===== config.mk =====
export PLATFORM = sky130hd
export DESIGN_NAME = crtc_timing
export DESIGN_NICKNAME = d
export VERILOG_FILES = /design/src/rtl/crtc_pkg.sv /design/src/rtl/crtc_pulse.sv /design/src/rtl/crtc_timing.sv
export SDC_FILE = /design/constraint.sdc
export NUM_CORES = 1
export LEC_CHECK = 0
export ABC_AREA = 1
export CAP_MARGIN = 15
export CORE_MARGIN = 2
export CORE_UTILIZATION = 61
export CTS_BUF_LIST = sky130_fd_sc_hd__clkbuf_2 sky130_fd_sc_hd__clkbuf_4 sky130_fd_sc_hd__clkbuf_8
export CTS_CLUSTER_DIAMETER = 100
export DETAILED_ROUTE_END_ITERATION = 8
export PLACE_DENSITY_LB_ADDON = 0.08
export SYNTH_ARGS = -nofsm -noshare
export SYNTH_HDL_FRONTEND = slang
export SYNTH_SLANG_ARGS = --single-unit

===== constraint.sdc =====
create_clock -name clk16 -period 7 [get_ports clk16]
set_input_delay 1.4 -clock clk16 [delete_from_list [all_inputs] [get_ports clk16]]
set_output_delay 1.4 -clock clk16 [all_outputs]
set_load 0.05 [all_outputs]

===== src/rtl/crtc_pkg.sv =====
`default_nettype none
// ============================================================================
//  Module      : crtc_pkg
//  Description : Shared types and constants for the CRTC timing generator:
//                vertical FSM state encoding, default vsync width and the
//                hsync width decode helper.
//  Revision    : 1.0  initial release
// ============================================================================
package crtc_pkg;

  // Vertical sequencer states: normal character rows, then extra scan lines
  typedef enum logic [0:0] {
    ST_ACTIVE = 1'b0,
    ST_ADJUST = 1'b1
  } vstate_t;

  // Default vertical sync width in scan lines
  localparam int VSYNC_LINES_DEFAULT = 16;

  // R3[3:0] encodes 1..15 directly; a value of 0 selects a 16-character pulse
  function automatic logic [4:0] hsync_len(input logic [3:0] width);
    return (width == 4'd0) ? 5'd16 : {1'b0, width};
  endfunction

endpackage
`default_nettype wire


===== src/rtl/crtc_pulse.sv =====
`default_nettype none
// ============================================================================
//  Module      : crtc_pulse
//  Description : Sync pulse stretcher. A start (sampled on an advance
//                enable) raises the output, which then stays high for
//                'width' advances in total. A start while already active
//                restarts the count.
//  Revision    : 1.0  initial release
// ============================================================================
module crtc_pulse #(
  parameter int CNT_W = 5
) (
  input  logic             clk16,
  input  logic             res_b,
  input  logic             advance,
  input  logic             start,
  input  logic [CNT_W-1:0] width,
  output logic             active
);

  logic [CNT_W-1:0] remain;

  // Load the width on start, then count down once per advance until expired
  always_ff @(posedge clk16 or negedge res_b) begin
    if (!res_b) begin
      active <= 1'b0;
      remain <= '0;
    end else if (advance) begin
      if (start) begin
        active <= 1'b1;
        remain <= width - CNT_W'(1);
      end else if (active) begin
        if (remain == '0) begin
          active <= 1'b0;
        end else begin
          remain <= remain - CNT_W'(1);
        end
      end
    end
  end

endmodule
`default_nettype wire


===== src/rtl/crtc_timing.sv =====
`default_nettype none
// ============================================================================
//  Module      : crtc_timing
//  Description : 6545-style CRT controller timing core. Horizontal character
//                counter, scan-line / row counters with a vertical-adjust
//                phase, memory-address generation and sync pulse timing.
//                All outputs are registered on the character-clock enable and
//                describe the character that was just counted.
//  Revision    : 1.0  initial release
// ============================================================================
module crtc_timing
  import crtc_pkg::*;
#(
  parameter int VSYNC_LINES = VSYNC_LINES_DEFAULT
) (
  input  logic        clk16,
  input  logic        res_b,
  input  logic        char_en,
  input  logic [7:0]  h_total,
  input  logic [7:0]  h_displayed,
  input  logic [7:0]  h_sync_pos,
  input  logic [3:0]  sync_width,
  input  logic [6:0]  v_total,
  input  logic [4:0]  v_adjust,
  input  logic [6:0]  v_displayed,
  input  logic [6:0]  v_sync_pos,
  input  logic [4:0]  max_scan,
  input  logic [13:0] start_addr,
  output logic        hsync,
  output logic        vsync,
  output logic        de,
  output logic [13:0] ma,
  output logic [4:0]  ra
);

  // Counter state
  logic [7:0]  h_cnt;
  logic [4:0]  ra_cnt;
  logic [6:0]  row;
  logic [4:0]  adj_cnt;
  vstate_t     state;
  logic [13:0] ma_row;
  logic        first_char;

  // Next-state values
  logic [7:0]  h_cnt_nxt;
  logic [4:0]  ra_nxt;
  logic [6:0]  row_nxt;
  logic [4:0]  adj_nxt;
  vstate_t     state_nxt;
  logic [13:0] ma_row_nxt;

  logic        eol;
  logic        eor;
  logic        eof;
  logic [13:0] row_base;
  logic        hs_start;
  logic        vs_start;
  logic        de_nxt;
  logic [13:0] ma_nxt;

  // Next-state decode for the horizontal, scan-line, row and frame counters
  always_comb begin
    // Until the first character after reset, the row base comes straight
    // from start_addr so that the very first character is already correct.
    row_base   = first_char ? start_addr : ma_row;
    eol        = (h_cnt >= h_total);
    eor        = eol && (state == ST_ACTIVE) && (ra_cnt >= max_scan);
    eof        = 1'b0;
    h_cnt_nxt  = eol ? 8'd0 : h_cnt + 8'd1;
    ra_nxt     = ra_cnt;
    row_nxt    = row;
    adj_nxt    = adj_cnt;
    state_nxt  = state;
    ma_row_nxt = row_base;

    if (eol) begin
      if (state == ST_ACTIVE) begin
        if (eor) begin
          row_nxt = row + 7'd1;
          ra_nxt  = 5'd0;
          if (row >= v_total) begin
            if (v_adjust != 5'd0) begin
              state_nxt = ST_ADJUST;
              adj_nxt   = 5'd0;
            end else begin
              eof = 1'b1;
            end
          end else begin
            ma_row_nxt = row_base + {6'd0, h_displayed};
          end
        end else begin
          ra_nxt = ra_cnt + 5'd1;
        end
      end else begin
        if (adj_cnt == v_adjust - 5'd1) begin
          eof = 1'b1;
        end else begin
          adj_nxt = adj_cnt + 5'd1;
          ra_nxt  = ra_cnt + 5'd1;
        end
      end
    end

    if (eof) begin
      row_nxt    = 7'd0;
      ra_nxt     = 5'd0;
      ma_row_nxt = start_addr;
      state_nxt  = ST_ACTIVE;
    end

    hs_start = (h_cnt == h_sync_pos);
    vs_start = eol && (state_nxt == ST_ACTIVE) && (row_nxt == v_sync_pos) && (ra_nxt == 5'd0);
    de_nxt   = (h_displayed != 8'd0) && (v_displayed != 7'd0) &&
               (h_cnt < h_displayed) && (row < v_displayed) && (state == ST_ACTIVE);
    ma_nxt   = row_base + {6'd0, h_cnt};
  end

  // Vertical FSM, counters and registered de/ma/ra, advancing on char_en only
  always_ff @(posedge clk16 or negedge res_b) begin
    if (!res_b) begin
      h_cnt      <= 8'd0;
      ra_cnt     <= 5'd0;
      row        <= 7'd0;
      adj_cnt    <= 5'd0;
      state      <= ST_ACTIVE;
      ma_row     <= 14'd0;
      first_char <= 1'b1;
      de         <= 1'b0;
      ma         <= 14'd0;
      ra         <= 5'd0;
    end else if (char_en) begin
      h_cnt      <= h_cnt_nxt;
      ra_cnt     <= ra_nxt;
      row        <= row_nxt;
      adj_cnt    <= adj_nxt;
      state      <= state_nxt;
      ma_row     <= ma_row_nxt;
      first_char <= 1'b0;
      de         <= de_nxt;
      ma         <= ma_nxt;
      ra         <= ra_cnt;
    end
  end

  // Horizontal sync: counted in characters, free to run across end-of-line
  crtc_pulse #(
    .CNT_W (5)
  ) u_hsync (
    .clk16   (clk16),
    .res_b   (res_b),
    .advance (char_en),
    .start   (hs_start),
    .width   (hsync_len(sync_width)),
    .active  (hsync)
  );

  // Vertical sync: counted in scan lines, free to run across end-of-frame
  crtc_pulse #(
    .CNT_W (5)
  ) u_vsync (
    .clk16   (clk16),
    .res_b   (res_b),
    .advance (char_en && eol),
    .start   (vs_start),
    .width   (5'(VSYNC_LINES)),
    .active  (vsync)
  );

endmodule
`default_nettype wire


# --- After elaboration in Yosys (flattened, before gate mapping) ---
# Cells that the tools add are included.
word_totals:
  ff_bits: 73
  word_cells: 108
  input_bits: 76
classes:
  muxes: 46
  n_lt_le_gt_ge: 5
  n_reduce_logical: 25
  add_sub_neg: 10
  n_eq_ne: 6
  n_bitwise: 2
ops:
  columns: ["op", "count"]
  rows:
  - ["5-bit two-way mux", 17]
  - ["14-bit two-way mux", 6]
  - ["14-bit by 8-bit adder with 14-bit output", 2]
  - ["7-bit two-way mux", 4]
  - ["5-bit by 1-bit subtractor with 5-bit output, second input constant", 4]
  - ["1-bit two-way mux", 18]
  - ["5-bit zero test", 3]
  - ["5-bit by 1-bit adder with 5-bit output, second input constant", 2]
  - ["1-bit logical AND", 10]
  - ["2-bit nonzero test", 5]
  - ["8-bit by 1-bit adder with 8-bit output, second input constant", 1]
  - ["8-bit == test", 1]
  - ["8-bit greater-or-equal comparator", 1]
  - ["8-bit less-than comparator", 1]
  - ["8-bit two-way mux", 1]
  - ["8-bit nonzero test", 1]
  - ["7-bit by 1-bit adder with 7-bit output, second input constant", 1]
  - ["7-bit == test", 1]
  - ["7-bit greater-or-equal comparator", 1]
  - ["7-bit less-than comparator", 1]
  - ["7-bit nonzero test", 1]
  - ["3-bit AND reduction", 2]
  - ["6-bit AND reduction", 1]
  - ["5-bit == test", 1]
  - ["other kinds (6)", 8]

# --- Longest topological paths before layout ---
depth:
  depth_word: 13
  mapped_depth: 24
  depth_no_buf: 24

# --- Modules after synthesis ---
# A second synthesis with hierarchy kept.
hier_totals:
  cells_unflattened: 887
  hier_area_um2: 6342.3
modules_own_cells:
  columns: ["module", "cells_each", "instances", "area_each_um2"]
  rows:
  - ["crtc_timing", 763, 1, 5358.9]
  - ["crtc_pulse", 62, 2, 491.7]

# --- Worst setup path after synthesis ---
# Ideal clock, no wire load.
synth_path:
  path_type: "input to register"
  startpoint: "input port start_addr[1]"
  endpoint: "register ma_row[11]"
  n_path_buf: 0
  cell_stages: 15
  setup_ns: 0.123
  setup_slack_ns: 3.452
  required_time_ns: 6.877
  arrival_ns: 3.425
  cell_sequence: "or2_2 o21ai_0 inv_1 ha_1 nand2_1 nand2_1 a21oi_1 o221ai_1 a21oi_1 nor3_2 nand2_1 xor2_1 a21oi_1 o21ai_0 nand2_1"
synth_via:
  elab_chain_len: 7
synth_rtl:
  columns: ["item", "line_no", "source"]
  rows:
  - ["start: declaration", "crtc_timing.sv:28", "input logic [13:0] start_addr,"]
  - ["14-bit two-way mux", "crtc_timing.sv:66", "row_base = first_char ? start_addr : ma_row;"]
  - ["14-bit by 8-bit adder with 14-bit output", "crtc_timing.sv:90", "ma_row_nxt = row_base + {6'd0, h_displayed};"]
  - ["14-bit two-way mux", "crtc_timing.sv:82", "if (row >= v_total) begin"]
  - ["14-bit two-way mux", "crtc_timing.sv:79", "if (eor) begin"]
  - ["14-bit two-way mux", "crtc_timing.sv:78", "if (state == ST_ACTIVE) begin"]
  - ["14-bit two-way mux", "crtc_timing.sv:77", "if (eol) begin"]
  - ["14-bit two-way mux", "crtc_timing.sv:105", "if (eof) begin"]
  - ["end signal: assignment", "crtc_timing.sv:138", "ma_row <= ma_row_nxt;"]
  - ["end: declaration", "crtc_timing.sv:42", "logic [13:0] ma_row;"]
# Every way passes these cells.
# A chain may end at the register's enable or synchronous reset.

# --- Worst setup path in the final report ---
layout_path:
  startpoint: "input port h_total[3]"
  endpoint: "register ma_row[10]"
layout_via:
  elab_chain_len: 7
  elab_cells_between_ends: 10
  cone_classes: "order compare: 1; mux: 7; reduce/logical: 2"
layout_rtl:
  columns: ["item", "line_no", "source"]
  rows:
  - ["start: declaration", "crtc_timing.sv:19", "input logic [7:0] h_total,"]
  - ["8-bit greater-or-equal comparator (*)", "crtc_timing.sv:67", "eol = (h_cnt >= h_total);"]
  - ["1-bit logical AND (2 in a row)", "crtc_timing.sv:68", "eor = eol && (state == ST_ACTIVE) && (ra_cnt >= max_scan);"]
  - ["14-bit two-way mux or 1-bit two-way mux (tied branches)", "crtc_timing.sv:79", null]
  - ["14-bit two-way mux or 1-bit two-way mux (tied branches)", "crtc_timing.sv:78", null]
  - ["14-bit two-way mux or 1-bit two-way mux (tied branches)", "crtc_timing.sv:77", null]
  - ["14-bit two-way mux (*)", "crtc_timing.sv:105", null]
# Mark *: on every way between the ends. The rest lies on a longest branch, timed or not.

==> metrics.yaml <==
routing:
  finalWirelength_um: 15900
  drc: 0
  num_vias: 6025
  first_pass_iters: 5
  viasPerCell: 5.56
  drt.antenna.violating_nets: 0
  drt_iter0_markers: 291
  wl_per_cell_um: 14.7
critical_path:
  crit_arrival_ns: 4.43
  critical_path.startpoint: "h_total[3]"
  worstPathMaxFanout: 14
  endpoint_kind: "flop"
  required_ns: 7.24
  worstReg2RegStart: "first_char"
  crit_type: "primary input to flop"
  cp-start-kind: "primary input"
yosys:
  synth_cell_types: 49
  yosys.area.top_type_share: 0.298
  synthCells: 853
  ys_ff_latch: 73
  yosys-top-cells-area: "dfrtp_1 30%, nand2_1 14%, ha_1 12%"
  syn_nets: 988
  avgSynthCellArea_sq_um: 7.09
  netlist_area_sq_um: 6050
  synth_top_area_cell: "dfrtp_1"
  yosysWarnings: 0
  synth-seq-area-share: 0.302
status:
  status: "finished clean"
die:
  rows: 36
  fp.coreArea_sq_um: 9680
  fp.dieH_um: 104
  io_pins: 98
  die_width_um: 104
  initial_core_util: 0.625
  dieArea_sq_um: 10700
finish:
  fin_area_sq_um: 7300
  syn2layout_area_growth_pct: 20.7
  nNetsFinal: 1080
  final_cell_mix: "231 x nand2_1, 118 x inv_1, 96 x clkdlybuf4s50_1"
  final_common_cell: "nand2_1"
  drive_gt1_frac: 0.0589
  num_antenna_cells: 0
  final_util: 0.754
clock_tree:
  cts_root_buffer: "clkbuf_8"
  clk_pin_slew_ns: 0.09
  cts_hold_buf: 0
  clock-sinks: 73
  cts.htree.levels: 3
  post-cts-setup-buffer-count: 0
  clockBufferDepth: 2
  cts_buffers: 9
  cts_tree: "built"
  clk_latency_ns: 0.36
  post_cts_resized: 0
timing:
  skew_ns: 0.0107
  max_freq_ghz: 0.239
  holdWs_ns: 0.495
  fin_ws_ns: 2.81
  relSlewSlack: 0.371
  finalCriticalPeriod_ns: 4.19
  finalCritPeriodShare: 0.598
  finalHoldViolations: 0
  rsz0062_at_grt: "false"
  fin_setup_tns_ns: 0
  tightest_slew_ns: 0.943
  maxSlewViolCount: 0
  final-setup-viol-count: 0
global_routing:
  grt_pass1_wl_um: 27100
  grt_max_degree: 74
  grtUsageTotal: 0.303
  grt-ovfl-total: 0
  grt_pass1_vias: 5958
  grt_antenna_before_repair: 0
min_path:
  min_from: "ra[1]"
  hold_path_class: "flop to flop"
pwr:
  vdd_ir_drop_max_mv: 0.180
  powerDensity_nw_per_um2: 337
  total_leakage_power_nw: 3.67
placement:
  pre_cts_slack_ns: 2.44
  dpl-instance-area_sq_um: 7120
  io_buffer_count: 97
  dp_hpwl_um: 12000
  place_congestion: 0.996
job:
  cap_violations: 0
## through the flow
| step | total power (W) | cells |
|---|---|---|
| after floorplan | 0.00169 | 853 |
| after global placement | 0.00204 | 1067 |
| after detailed placement | 0.00211 | 1067 |
| after CTS | 0.00245 | 1083 |
| after global routing | 0.00267 | 1083 |
| final | 0.00246 | 1083 |
## metal layers
metal | vias to the layer above | wire length, um | track usage | part of all wire
li1 | 2948 | - | - | -
met1 | 2812 | 6630 | 0.376 | 0.42
met2 | 228 | 7850 | 0.541 | 0.49
met3 | 37 | 1040 | 0.0510 | 0.065
met4 | 0 | 414 | 0.0936 | 0.026
met5 | - | 0 | 0 | 0
## cells by family (layout without fill, tap and decap cells)
group,after synthesis,count (layout),share of synthesized area
AND/OR/NAND/NOR,376,376,0.276
AO/OA/AOI/OAI,156,156,0.141
buffers and inverters,146,243,0.0927
flip-flops,73,73,0.302
adder cells (fa/ha/maj),59,59,0.125
XOR/XNOR,41,41,0.0606
multiplexers,2,2,0.00331
## cell type report
type                       instances  area, sq um
tap                              133          166
multi-input combinational        634         3660
inverter                         127          477
fill                             776         2380
sequential                        73         1830
clock inverter                     7         60.1
clock buffer                       9          124
timing repair buffer             100          988
## worst paths after layout
kind	endpoint	slack, ns	depth (start not counted)
min	ra[1]	0.49	2
max reg2reg	ma_row[13]	3.48	16
min reg2reg	ra[1]	0.49	2
min in group asynchronous	adj_cnt[2]	1.25	2
max	ma_row[10]	2.81	18
max in group asynchronous	ma_row[0]	5.13	2
## report_power, final
| group | total, W | switching [W] | internal [W] |
|---|---|---|---|
| logic | 0.00138 | 0.000854 | 0.000524 |
| registers | 0.000756 | 0.000174 | 0.000582 |
| clock network | 0.000329 | 0.000194 | 0.000135 |
| total | 0.00246 | 0.00122 | 0.00124 |
## registers in the layout (all words and copies together) (netlist names)
register        count
adj_cnt             5
de                  1
first_char          1
h_cnt               8
ma                 14
ma_row             14
ra                  5
ra_cnt              5
row                 7
state               1
u_hsync.active      1
u_hsync.remain      5
u_vsync.active      1
u_vsync.remain      5
## Yosys cell counts, drive strengths merged
| master | instances |
|---|---|
| o21ai | 89 |
| a21o | 2 |
| buf | 7 |
| nand3b | 5 |
| nand4 | 9 |
| inv | 125 |
| nand2 | 233 |
| o21a | 2 |
| a21oi | 39 |
| a211oi | 3 |
| ha | 57 |
| and3 | 1 |
| mux2i | 2 |
| xnor2 | 10 |
| o41ai | 1 |
| dfrtp | 72 |
| fa | 2 |
| o21bai | 2 |
| nor3b | 2 |
| nand3 | 37 |
| a31oi | 5 |
| a2111oi | 1 |
| nor2 | 57 |
| nor4 | 9 |
| dfstp | 1 |
| clkbuf | 12 |
| o31ai | 5 |
| or2 | 9 |
| o211ai | 6 |
| clkinv | 2 |
| nor3 | 14 |
| o221ai | 1 |
| xor2 | 31 |
## worst max-delay path, cell delays in order
cell             delay [ns]
clkdlybuf4s50_1        0.45
inv_1                  0.04
ha_1                   0.28
nand2_1                0.07
nor2_1                 0.11
nor2_1                 0.04
nand2_1                0.05
nand2_1                0.07
nand2_4                0.13
nand3_4                0.21
nor2_2                 0.49
inv_2                  0.15
or2_1                  0.30
nor3_1                 0.21
xor2_1                 0.19
nand2_1                0.07
o211ai_1               0.10
nand2_1                0.07
Power figures use the tool's default switching activity.
